$ cat src/rtl/trap_ctrl.sv
// Trap sequencer feeding the CSR trap read/write channel.
// On an exception or interrupt it writes mepc, mcause, mtval and mstatus,
// one CSR per cycle, and then redirects the PC to mtvec. On mret it restores
// MIE from MPIE and redirects the PC to mepc. The pipeline is held for the
// whole sequence, starting in the accept cycle itself.
module trap_ctrl #(
  parameter int                    CSR_ADDR_W   = 12,
  parameter logic [CSR_ADDR_W-1:0] ADDR_MSTATUS = 12'h300,
  parameter logic [CSR_ADDR_W-1:0] ADDR_MTVEC   = 12'h305,
  parameter logic [CSR_ADDR_W-1:0] ADDR_MEPC    = 12'h341,
  parameter logic [CSR_ADDR_W-1:0] ADDR_MCAUSE  = 12'h342,
  parameter logic [CSR_ADDR_W-1:0] ADDR_MTVAL   = 12'h343
) (
  input  logic                  clk,
  input  logic                  rst,
  input  logic                  ecall_i,
  input  logic                  ebreak_i,
  input  logic                  illegal_i,
  input  logic [31:0]           inst_i,
  input  logic [31:0]           inst_pc_i,
  input  logic [31:0]           pc_next_i,
  input  logic                  mret_i,
  input  logic                  hx_valid,
  input  logic                  ex_trap_valid_i,
  input  logic                  soft_trap_valid_i,
  input  logic                  tcmp_trap_valid_i,
  input  logic                  mstatus_MIE3,
  input  logic [31:0]           mepc_i,
  output logic                  trap_csr_we_o,
  output logic [CSR_ADDR_W-1:0] trap_csr_addr_o,
  output logic [31:0]           trap_csr_wdata_o,
  input  logic [31:0]           trap_csr_rdata_i,
  output logic                  hold_o,
  output logic                  jump_o,
  output logic [31:0]           jump_addr_o
);

  typedef enum logic [2:0] {
    IDLE, W_MEPC, W_MCAUSE, W_MTVAL, W_MSTATUS, JUMP, R_MSTATUS, R_JUMP
  } state_t;

  state_t      state_q, state_d;
  logic [31:0] cause_q, cause_d;
  logic [31:0] epc_q, epc_d;
  logic [31:0] tval_q, tval_d;

  logic exc_any;
  logic irq_take;
  logic accept_trap;
  logic accept_mret;
  logic accept;

  // Mode bits in rdata[1:0] are ignored: only direct-mode vectoring is supported.
  logic unused_rdata_bits;
  assign unused_rdata_bits = ^trap_csr_rdata_i[1:0];

  // Acceptance decision; gated by rst so every output reads 0 while reset is held.
  always_comb begin
    exc_any     = illegal_i | ebreak_i | ecall_i;
    irq_take    = hx_valid & mstatus_MIE3 &
                  (ex_trap_valid_i | soft_trap_valid_i | tcmp_trap_valid_i);
    accept_trap = ~rst & (state_q == IDLE) & (exc_any | (~mret_i & irq_take));
    accept_mret = ~rst & (state_q == IDLE) & ~exc_any & mret_i;
    accept      = accept_trap | accept_mret;
  end

  // Next state and latched trap context (cause/epc/tval captured on accept).
  always_comb begin
    state_d = state_q;
    cause_d = cause_q;
    epc_d   = epc_q;
    tval_d  = tval_q;
    case (state_q)
      IDLE: begin
        if (accept_trap) begin
          state_d = W_MEPC;
          if (illegal_i) begin
            cause_d = 32'd2;
            epc_d   = inst_pc_i;
            tval_d  = inst_i;
          end else if (ebreak_i) begin
            cause_d = 32'd3;
            epc_d   = inst_pc_i;
            tval_d  = inst_pc_i;
          end else if (ecall_i) begin
            cause_d = 32'd11;
            epc_d   = inst_pc_i;
            tval_d  = 32'd0;
          end else begin
            if (ex_trap_valid_i)        cause_d = 32'h8000_000B;
            else if (soft_trap_valid_i) cause_d = 32'h8000_0003;
            else                        cause_d = 32'h8000_0007;
            epc_d  = pc_next_i;
            tval_d = 32'd0;
          end
        end else if (accept_mret) begin
          state_d = R_MSTATUS;
        end
      end
      W_MEPC:    state_d = W_MCAUSE;
      W_MCAUSE:  state_d = W_MTVAL;
      W_MTVAL:   state_d = W_MSTATUS;
      W_MSTATUS: state_d = JUMP;
      JUMP:      state_d = IDLE;
      R_MSTATUS: state_d = R_JUMP;
      R_JUMP:    state_d = IDLE;
      default:   state_d = IDLE;
    endcase
  end

  // State and context registers; reset abandons any sequence in flight.
  always_ff @(posedge clk or posedge rst) begin
    if (rst) begin
      state_q <= IDLE;
      cause_q <= 32'd0;
      epc_q   <= 32'd0;
      tval_q  <= 32'd0;
    end else begin
      state_q <= state_d;
      cause_q <= cause_d;
      epc_q   <= epc_d;
      tval_q  <= tval_d;
    end
  end

  // CSR channel and redirect decode; mstatus and mtvec are read combinationally.
  always_comb begin
    trap_csr_we_o    = 1'b0;
    trap_csr_addr_o  = '0;
    trap_csr_wdata_o = 32'd0;
    jump_o           = 1'b0;
    jump_addr_o      = 32'd0;
    case (state_q)
      W_MEPC: begin
        trap_csr_we_o    = 1'b1;
        trap_csr_addr_o  = ADDR_MEPC;
        trap_csr_wdata_o = epc_q;
      end
      W_MCAUSE: begin
        trap_csr_we_o    = 1'b1;
        trap_csr_addr_o  = ADDR_MCAUSE;
        trap_csr_wdata_o = cause_q;
      end
      W_MTVAL: begin
        trap_csr_we_o    = 1'b1;
        trap_csr_addr_o  = ADDR_MTVAL;
        trap_csr_wdata_o = tval_q;
      end
      W_MSTATUS: begin
        // MPIE <= MIE, MIE <= 0
        trap_csr_we_o    = 1'b1;
        trap_csr_addr_o  = ADDR_MSTATUS;
        trap_csr_wdata_o = {24'h0, trap_csr_rdata_i[3], 3'h0, 1'b0, 3'h0};
      end
      JUMP: begin
        trap_csr_addr_o = ADDR_MTVEC;
        jump_o          = 1'b1;
        jump_addr_o     = {trap_csr_rdata_i[31:2], 2'b00};
      end
      R_MSTATUS: begin
        // MIE <= MPIE, MPIE <= 1
        trap_csr_we_o    = 1'b1;
        trap_csr_addr_o  = ADDR_MSTATUS;
        trap_csr_wdata_o = {24'h0, 1'b1, 3'h0, trap_csr_rdata_i[7], 3'h0};
      end
      R_JUMP: begin
        jump_o      = 1'b1;
        jump_addr_o = mepc_i;
      end
      default: ;
    endcase
    hold_o = (state_q != IDLE) | accept;
  end

endmodule
$ cat config.mk
export PLATFORM = sky130hd
export DESIGN_NAME = trap_ctrl
export DESIGN_NICKNAME = d
export VERILOG_FILES = /design/src/rtl/trap_ctrl.sv
export SDC_FILE = /design/constraint.sdc
export NUM_CORES = 1
export LEC_CHECK = 0
export BUFFER_PORTS_ARGS = -buffer_cell sky130_fd_sc_hd__buf_2
export CAP_MARGIN = 20
export CORE_MARGIN = 5
export CORE_UTILIZATION = 44
export DETAILED_ROUTE_END_ITERATION = 10
export PLACE_DENSITY = 0.92
export SETUP_SLACK_MARGIN = 0.2
export SYNTH_ARGS = -nofsm -noshare
export SYNTH_HDL_FRONTEND = slang
export SYNTH_SLANG_ARGS = --single-unit
$ cat constraint.sdc
create_clock -name clk -period 2.7 [get_ports clk]
set_input_delay 0.27 -clock clk [delete_from_list [all_inputs] [get_ports clk]]
set_output_delay 0.27 -clock clk [all_outputs]
set_load 0.03 [all_outputs]
==> summary.md, run 1 <==
| Metric | Value |
|---|---|
| Final setup TNS | `0 ps` |
| Vias in the first global route | `4774` |
| Grt total ovfl | `0` |
| Gate count after technology mapping | `415` |
| Startpoint types | `flip-flop` |
| Commonest cells after routing, fill and taps aside | `buf_2 (241), dfrtp_1 (72), a21oi_1 (66), a22o_1 (56), a22oi_1 (36)` |
| Ports | `250` |
| CP required | `2430 ps` |
| Grt met3 use | `0.06149` |
| CTS root buf | `clkbuf_8` |
| Worst Setup SP | `state_q[2]$_DFFE_PP0P_` |
| Cell chain of the critical path | `buf_4 > and2_1 > nor2b_2 > buf_4 > a22o_1 > buf_2` |
| Final WL | `15840 um` |
| Setup ws final | `458.7 ps` |
| Total power | `6.530 mW` |
| Critical-path top delay cell | `dfrtp_1` |
| Initial antenna violation count | `4` |
| Clock transition at the registers of the reported paths | `80 ps` |
| Initial DRC Count | `369` |
| Pin count of the biggest net entering global routing | `71` |
| Drt wl/cell | `20.42 um` |
| Pwr/cell area | `1129 nW/um^2` |
| Yosys warning count | `0` |
| Internal Power | `3.579 mW` |
| DIE AREA | `11760 sq um` |
| Setup Crit Path Kind | `flip-flop to output pin` |
| Total Routing Usage GR | `0.2612` |
| Relative slew margins | `0.3430` |
| GR Util met2 | `0.4709` |
| Filler cells | `831` |
| Net Sw Power | `2.952 mW` |
| H-tree Lvls | `3` |
| Clock share of power | `0.159` |
| Max-cap violation count | `0` |
| CP Max Fanout | `31` |
| P_leak | `2.791 nW` |
| Initial Util | `0.4446` |
| Die Span Y | `108.5 um` |
| Busiest grt layer | `met2` |
| Final setup vio count | `0` |
| Slew Limit Fails | `0` |
| Commonest non-fill, non-tap cell in the layout | `buf_2` |
| Clock sinks | `72` |
| Critical Path Sink | `jump_addr_o[24]` |
| Avg Inst Size Synth | `10.28 sq um` |
| R2r startpoint | `state_q[1]$_DFFE_PP0P_` |
| DP Wirelength | `11850 um` |
| Dpl cell area | `5518 sq um` |
| GP Congestion | `0.8673` |
| Worst-margin pin slew | `985.5 ps` |
| FMAX | `0.4462 GHz` |
| Tcrit/Tclk final | `0.8301` |
| CP peak stage delay | `360 ps` |
| Clock Latency Late Sink | `330 ps` |
| Worst vdd ir | `0.0006065 V` |
| DRT Pass-1 Iters | `5` |
| Antenna-violating nets left | `0` |
| R2r setup slk | `850 ps` |
| Layout cells sized above 1 | `0.4992` |
| CP Capture Type | `output pin` |
| Avg Vias per Cell | `5.865` |
| Final hold violation count | `0` |
| RSZ-0062 raised after global routing | `false` |
| Outcome | `finished clean` |
| Met1 Resource Use GR | `0.2828` |
| Fin Hold WS | `228.5 ps` |
| Post-route cell area | `5784 sq um` |
| Combinational share of power | `0.546` |
| Global-route wire length before repair | `24060 um` |
| Synth Register Bits | `72` |
| Final Skew | `9.157 ps` |
| Nets | `805` |
| Switching Fraction | `0.4520` |
| Most common cell on crit path | `buf_4` |
| Seq pwr share | `0.294` |
| DR vias | `4551` |
| FP Rows | `36` |
| Arr. time, crit path | `1970 ps` |
| CTS tree | `done` |
| Sequential share of the synthesized area | `0.4224` |
| Min cycle time layout | `2241 ps` |
| Worst hold-check path type | `input pin to flip-flop` |
| Post-Syn Area | `4265 sq um` |
| Core area | `9594 sq um` |
| R2R cell count | `5` |
| Pre-CTS setup slack | `457.2 ps` |
| Synth cell types | `35` |
| CTS Buf Count | `9` |
| Port buffer count | `241` |
| Die Width | `108.5 um` |
| Bufs on Longest Clock Path | `2` |
| Worst r2r dst | `cause_q[2]$_DFFE_PP0P_` |
| Layout overhead on the synthesized area | `35.61%` |
| DRC errors left | `0` |
## flip-flops by register name, summed over array words and instances, names as in the netlist
signal and flops:
tval_q 32, cause_q 5, state_q 3, epc_q 32
## logic make-up after synthesis
group / Yosys count / share of synthesized area
flip-flops: 72 / 0.4224
AND/OR/NAND/NOR: 40 / 0.05486
multiplexers: 7 / 0.01760
buffers and inverters: 58 / 0.06835
other: 1 / 0.0008792
AO/OA/AOI/OAI: 237 / 0.4359
## worst max-delay path, delay by kind of cell, from the launching register on
kind,cells,cell delay (ps)
buf+inv,3,730
flops,1,360
simple gates,2,330
compound gates,1,220
## power groups by stage
stage	logic (mW)	registers, mW	clock network (mW)
after detailed placement	3.57	1.92	0
after CTS	3.58	1.91	1.06
final	3.57	1.92	1.04
after global placement	3.48	1.89	0
after global routing	3.83	1.98	1.10
after floorplan	2.63	1.84	0
## area by class of cell
type,count,area (sq um),share of cell area
Tap cell,133,166.4,0.02877
Clock buffer,11,141.4,0.02444
Multi-Input combinational cell,290,2206,0.3814
Timing Repair Buffer,260,1351,0.2336
Clock inverter,5,103.9,0.01795
Antenna cell,4,10.01,0.001730
Inverter,1,3.754,0.0006489
Sequential cell,72,1802,0.3115
## synth_stat cells (all sizes together)
library cell	count	area [sq um]
dfrtp	72	1802
a21oi	66	330.3
a22o	56	490.5
a22oi	36	270.3
clkbuf	34	127.6
o22ai	34	400.4
a2bb2oi	33	289.0
buf	23	160.2
nor2	15	56.30
o21ai	6	30.02
and2	5	31.28
nor2b	5	31.28
nor3	5	36.29
mux2	4	45.04
mux2i	3	30.03
nand2b	3	18.77
a311oi	2	17.52
nand2	2	7.510
or3	2	17.52
a21boi	1	7.510
a31oi	1	6.260
a32o	1	10.01
and3	1	6.260
conb	1	3.750
inv	1	3.750
nand3b	1	7.510
nor4	1	21.27
o31ai	1	7.510
## routing by layer
layer  wire, um  up-vias
li1           -     2060
met1       5560     2222
met2       8447      235
met3       1315       34
met4        520        0
met5          0        -
## timing repair
item / 4_1_cts / 5_1_grt
endpoints found under the hold margin: 2 / 0
setup buffers: 0 / 0
gates resized for setup: 1 / 0
endpoints found under the setup margin: 26 / 0
hold buffers: 1 / 0
## metrics by stage
| stage | util | instances |
|---|---|---|
| after floorplan | - | 420 |
| after global placement | 0.5751 | 755 |
| after detailed placement | 0.5751 | 755 |
| after CTS | 0.6019 | 772 |
| after global routing | 0.6029 | 776 |
| final | 0.6029 | 776 |
## worst min-delay path by stage
stage | depth (start not counted) | start | end | slack, ps
2_1_floorplan | 1 | cause_q[1]$_DFFE_PP0P_ | cause_q[1]$_DFFE_PP0P_ | 440
3_3_place_gp | 2 | rst | state_q[2]$_DFFE_PP0P_ | 180
3_5_place_dp | 2 | rst | state_q[2]$_DFFE_PP0P_ | 200
4_1_cts | 3 | pc_next_i[5] | epc_q[5]$_DFFE_PP0P_ | 210
5_1_grt | 3 | pc_next_i[5] | epc_q[5]$_DFFE_PP0P_ | 210
6_report | 3 | pc_next_i[5] | epc_q[5]$_DFFE_PP0P_ | 230
No activity file was read; power rests on OpenSTA's default activity.
==> run 2, diff against run 1 <==
==> constraint.sdc (replaced) <==
create_clock -name clk -period 2.27 [get_ports clk]
set_input_delay 0.227 -clock clk [delete_from_list [all_inputs] [get_ports clk]]
set_output_delay 0.227 -clock clk [all_outputs]
set_load 0.03 [all_outputs]
==> run 2 against run 1 <==
Against the previous run:
- wire length increased by 0.36%
- combinational power increased by 23%
- clock-buffer cell count increased by 4
- critical path depth decreased by 1
- sequential share of layout area decreased by 0.22 points
- non-clock buffer count increased by 7
- die area unchanged
- clock power decreased by 13%
- design area increased by 0.93%
- sequential power increased by 21%
==> summary.md, run 2 (same netlist as run 1, synthesis figures left out) <==
| Metric | Value |
|---|---|
| Initial Util | `0.4446 (unchanged)` |
| DIE AREA | `11760 sq um (unchanged)` |
| Clock sinks | `72 (unchanged)` |
| Nets | `812 (+0.87%)` |
| Net Sw Power | `3.542 mW (+20%)` |
| DRT Pass-1 Iters | `5 (unchanged)` |
| DRC errors left | `0 (unchanged)` |
| Cell count after placement | `757 (+0.26%)` |
| HP Start | `pc_next_i[29]` |
| CTS root buf | `clkbuf_8` |
| Commonest cells after routing, fill and taps aside | `buf_2 (240), dfrtp_1 (69), a21oi_1 (66), a22o_1 (56), a22oi_1 (36)` |
| Drt wl/cell | `20.38 um (-0.15%)` |
| Startpoint types | `flip-flop` |
| Hold_buf cts | `0 (-1)` |
| Bufs on Longest Clock Path | `2 (unchanged)` |
| Layout Utilization | `0.6085 (+0.005608)` |
| Total power | `7.636 mW (+17%)` |
| Internal Power | `4.094 mW (+14%)` |
| Tcrit/Tclk final | `0.8777` |
| Die Span Y | `108.5 um (unchanged)` |
| Final setup vio count | `0 (unchanged)` |
| Final Skew | `11.36 ps (+2.205 ps)` |
| Die Width | `108.5 um (unchanged)` |
| RSZ-0062 raised after global routing | `false` |
| Layout cells sized above 1 | `0.5054 (+0.006209)` |
| Arr. time, crit path | `1770 ps (-200 ps)` |
| Avg Vias per Cell | `5.899 (+0.58%)` |
| Total Routing Usage GR | `0.2550 (-0.006228)` |
| Final WL | `15900 um (+0.36%)` |
| Max-cap violation count | `0 (unchanged)` |
| Core area | `9594 sq um (unchanged)` |
| P_leak | `2.796 nW (+0.14%)` |
| Min cycle time layout | `1992 ps` |
| Relative slew margins | `0.3905 (+0.04752)` |
| Pwr/cell area | `1308 nW/um^2 (+16%)` |
| Non-Filler Instances | `780 (+0.52%)` |
| Initial DRC Count | `390 (+5.7%)` |
| Switching Fraction | `0.4638 (+0.01180)` |
| FMAX | `0.5019 GHz` |
| Clock transition at the registers of the reported paths | `80 ps (about the same)` |
| Grt total ovfl | `0 (unchanged)` |
| CTS Buf Count | `9 (unchanged)` |
| Regs by FF count | `epc_q (32), tval_q (32), cause_q (5)` |
| Pre-CTS setup slack | `285.5 ps (-171.7 ps)` |
| Combinational share of power | `0.576 (+0.030)` |
| GP Congestion | `0.9117 (+5.1%)` |
| Setup Crit Path Kind | `flip-flop to output pin` |
| Seq pwr share | `0.306 (+0.012)` |
| Port buffer count | `241 (unchanged)` |
| FP Rows | `36 (unchanged)` |
| H-tree Lvls | `3 (unchanged)` |
| Worst Setup SP | `state_q[0]$_DFFE_PP0P_` |
| Vias in the first global route | `4455 (-6.7%)` |
| DR vias | `4601 (+1.1%)` |
| Global-route wire length before repair | `23200 um (-3.6%)` |
| Antenna-violating nets left | `0 (unchanged)` |
| Commonest non-fill, non-tap cell in the layout | `buf_2` |
| Initial antenna violation count | `2 (-2)` |
| DP Wirelength | `11870 um (+0.15%)` |
| Outcome | `finished clean` |
| Pin count of the biggest net entering global routing | `73 (+2.8%)` |
| Worst hold-check path type | `input pin to flip-flop` |
| CP Max Fanout | `26 (-16%)` |
| Worst-margin pin slew | `914.2 ps (-71.27 ps)` |
| Clock Latency Late Sink | `340 ps (about the same)` |
| CP required | `2040 ps (-390 ps)` |
| Layout overhead on the synthesized area | `36.87%` |
| Final setup TNS | `0 ps (unchanged)` |
| Final hold violation count | `0 (unchanged)` |
| Slew Limit Fails | `0 (unchanged)` |
| Clock share of power | `0.118 (-0.041)` |
| CTS tree | `done` |
| CP Capture Type | `output pin` |
| Setup ws final | `277.6 ps (-181.1 ps)` |
| Ports | `250 (unchanged)` |
| R2r startpoint | `state_q[0]$_DFFE_PP0P_` |
| Worst vdd ir | `0.0006769 V (+12%)` |
run 2: cell types whose count changed in the layout (fill, tap and decap cells not counted), sizes merged:
| cell | before | now |
|---|---|---|
| bufinv | 3 | 0 |
| dlygate4sd3 | 1 | 0 |
| diode | 4 | 2 |
| clkinvlp | 0 | 1 |
| buf | 259 | 266 |
| clkbuf | 11 | 16 |
| clkinv | 2 | 0 |
| inv | 1 | 0 |
run 2: metrics by stage:
stage | hold WS (ps) | cell area [sq um]
floorplan | 404.6 | 4289
global placement | 451.1 | 5583
detailed placement | 469.9 | 5583
CTS | 161.1 | 5787
global route | 168.4 | 5838
finish | 181.4 | 5838
run 2: worst paths after layout:
check	to	slack, ps	depth (start not counted)
max	trap_csr_wdata_o[8]	280	5
min reg2reg	cause_q[1]$_DFFE_PP0P_	500	1
max reg2reg	cause_q[2]$_DFFE_PP0P_	450	5
min in group asynchronous	epc_q[24]$_DFFE_PP0P_	250	3
min	epc_q[29]$_DFFE_PP0P_	180	3
max in group asynchronous	state_q[2]$_DFFE_PP0P_	1400	3
run 2: power groups by stage:
stage / logic [mW] / registers (mW) / clock network [mW]
3_5_place_dp: 4.23 / 2.35 / 0
5_1_grt: 4.65 / 2.40 / 0.978
3_3_place_gp: 4.13 / 2.31 / 0
2_1_floorplan: 3.13 / 2.19 / 0
6_report: 4.40 / 2.33 / 0.902
4_1_cts: 4.32 / 2.33 / 0.923
run 2: layer usage:
layer	vias up	part of all wire	GRT usage
met5	-	0	0
met4	0	0.034	0.1064
met3	38	0.080	0.05493
met2	241	0.53	0.4603
met1	2253	0.36	0.2898
li1	2069	-	-
run 2: timing repair:
action                                  CTS  global route
hold endpoints to repair                  0             0
setup buffers                             3             3
resized for setup                         6             6
endpoints found under the setup margin   63            42
pin swaps                                 0             0
run 2: area by class of cell:
class / count / area [sq um]
clock buffers: 15 / 166.4
diodes: 2 / 5.005
fillers: 818 / 3756
inverters: 1 / 7.507
repair buffers: 267 / 1469
flip-flops and latches: 72 / 1805
multi-input cells: 290 / 2218
well taps: 133 / 166.4
run 2: worst max-delay path, cell delays in order (launching register included):
cell and delay, ps:
dfrtp_2 450, buf_4 190, and2_1 160, buf_8 170, a22o_1 260, buf_2 180
==> run 3, diff against run 2 <==
--- a/config.mk
+++ b/config.mk
@@ -8,10 +8,12 @@
 export BUFFER_PORTS_ARGS = -buffer_cell sky130_fd_sc_hd__buf_2
 export CAP_MARGIN = 20
 export CORE_MARGIN = 5
-export CORE_UTILIZATION = 44
+export CORE_UTILIZATION = 25
 export DETAILED_ROUTE_END_ITERATION = 10
-export PLACE_DENSITY = 0.92
+export PLACE_DENSITY = 0.62
+export RECOVER_POWER = 25
 export SETUP_SLACK_MARGIN = 0.2
+export SKIP_CTS_REPAIR_TIMING = 1
 export SYNTH_ARGS = -nofsm -noshare
 export SYNTH_HDL_FRONTEND = slang
 export SYNTH_SLANG_ARGS = --single-unit
==> run 3 against run 2 <==
Against the previous run:
- global-route usage fell by 8.7 points
- power rose by 8.3%
- setup slack got worse by 24 ps
- sequential share of layout area fell by 1.8 points
- critical path depth did not move
- highest routed layer unchanged
- combinational power rose by 4%
- wire length rose by 10%
- die area rose by 68%
- hold slack got worse by 3.0 ps
- largest power group unchanged
- largest cell class unchanged
- non-clock buffer count rose by 7
- clock power rose by 51%
==> summary.md, run 3 (same netlist as run 1, synthesis figures left out) <==
| Metric | Value |
|---|---|
| Outcome | `finished clean` |
| Arr. time, crit path | `1790 ps (+20 ps)` |
| DP Wirelength | `12750 um (+7.4%)` |
| CTS Buf Count | `9 (unchanged)` |
| GP Congestion | `0.7887 (-13%)` |
| Initial DRC Count | `200 (-49%)` |
| Regs by FF count | `epc_q (32), tval_q (32), cause_q (5)` |
| HP Start | `pc_next_i[5]` |
| Clock sinks | `72 (unchanged)` |
| Core area | `16640 sq um (+73%)` |
| Global-route wire length before repair | `26060 um (+12%)` |
| Die Span Y | `140.6 um (+30%)` |
| Final setup TNS | `0 ps (unchanged)` |
| H-tree Lvls | `3 (unchanged)` |
| DR vias | `4439 (-3.5%)` |
| Ports | `250 (unchanged)` |
| Max-cap violation count | `0 (unchanged)` |
| R2r startpoint | `state_q[1]$_DFFE_PP0P_` |
| Worst-margin pin slew | `1026 ps (+112.1 ps)` |
| Nets | `819 (+0.86%)` |
| Avg Vias per Cell | `5.067 (-14%)` |
| Initial antenna violation count | `4 (+2)` |
| Port buffer count | `241 (unchanged)` |
| Slew Limit Fails | `0 (unchanged)` |
| Die Width | `140.6 um (+30%)` |
| Setup Crit Path Kind | `flip-flop to output pin` |
| Bufs on Longest Clock Path | `2 (unchanged)` |
| Final WL | `17540 um (+10%)` |
| Pre-CTS setup slack | `243.5 ps (-41.99 ps)` |
| Total power | `8.272 mW (+8.3%)` |
| Startpoint types | `flip-flop` |
| Pwr/cell area | `1335 nW/um^2 (+2.1%)` |
| Relative slew margins | `0.3158 (-0.07475)` |
| Commonest non-fill, non-tap cell in the layout | `buf_2` |
| FP Rows | `47 (+31%)` |
| Worst vdd ir | `0.0005853 V (-14%)` |
| Vias in the first global route | `4616 (+3.6%)` |
| Initial Util | `0.2563 (-0.1883)` |
| CTS root buf | `clkbuf_16` |
| Grt total ovfl | `0 (unchanged)` |
| Worst hold-check path type | `input pin to flip-flop` |
| Layout overhead on the synthesized area | `45.29%` |
| Layout cells sized above 1 | `0.5161 (+0.01065)` |
| Setup ws final | `253.5 ps (-24.09 ps)` |
| Total Routing Usage GR | `0.1679 (-0.08712)` |
| Worst Setup SP | `state_q[1]$_DFFE_PP0P_` |
| Final setup vio count | `0 (unchanged)` |
| Min cycle time layout | `2016 ps (+24.09 ps)` |
| CP Max Fanout | `33 (+27%)` |
| Clock transition at the registers of the reported paths | `60 ps (-20 ps)` |
| Layout Utilization | `0.3724 (-0.2361)` |
| Pin count of the biggest net entering global routing | `72 (-1.4%)` |
| DRT Pass-1 Iters | `4 (-1)` |
| RSZ-0062 raised after global routing | `false` |
| CTS tree | `done` |
| FMAX | `0.4959 GHz (-1.2%)` |
| Antenna-violating nets left | `0 (unchanged)` |
| CP required | `2040 ps (about the same)` |
| Final hold violation count | `0 (unchanged)` |
| P_leak | `2.900 nW (+3.7%)` |
| Commonest cells after routing, fill and taps aside | `buf_2 (235), dfrtp_1 (69), a21oi_1 (66), a22o_1 (56), a22oi_1 (36)` |
| Drt wl/cell | `20.02 um (-1.8%)` |
| Clock Latency Late Sink | `340 ps (about the same)` |
| DIE AREA | `19770 sq um (+68%)` |
| CP Capture Type | `output pin` |
| Tcrit/Tclk final | `0.8883 (+0.01061)` |
| Final Skew | `4.720 ps (-6.642 ps)` |
| DRC errors left | `0 (unchanged)` |
## run 3: per-stage QoR
step                      cells  cell area, sq um  hold slack, ps
final                       876              6197           178.4
after global routing        876              6197           179.8
after CTS                   861              6047          -193.1
after detailed placement    845              5762           172.9
after global placement      845              5762           170.2
after floorplan             420              4289           404.6
## run 3: layout make-up
cell class,instances,area (sq um)
antenna,3,7.507
clock buffer,12,256.5
clock inverter,4,28.78
fill,1730,10450
inverter,1,7.507
multi-input combinational,290,2218
sequential,72,1808
tap,220,275.3
timing repair buffer,274,1595
## run 3: worst paths after layout
kind / end / slack (ps) / depth (start not counted)
setup / recovery: jump_addr_o[19] / 250 / 5
hold reg to reg: cause_q[1]$_DFFE_PP0P_ / 490 / 1
min in group asynchronous: state_q[2]$_DFFE_PP0P_ / 450 / 3
setup reg to reg: epc_q[28]$_DFFE_PP0P_ / 300 / 6
max in group asynchronous: state_q[0]$_DFFE_PP0P_ / 570 / 4
hold / removal: epc_q[5]$_DFFE_PP0P_ / 180 / 3
## run 3: per-layer routing
layer  vias to the layer above  part of all wire  track usage
li1                       2090                 -            -
met5                         -                 0            0
met2                       186              0.53       0.3039
met4                         0             0.020      0.07037
met3                        21             0.075      0.03962
met1                      2142              0.38       0.1884
## run 3: power breakdown
part	switching, mW	leakage [nW]	total (mW)	internal (mW)
Combinational	2.74	1.95	4.59	1.85
Sequential	0.394	0.811	2.33	1.93
Clock	0.557	0.135	1.36	0.800
## run 3: worst max-delay path, stage by stage (launching register included)
cell	delay (ps)
dfrtp_2	450
buf_4	190
and3_1	200
buf_12	170
a22o_1	260
buf_2	180
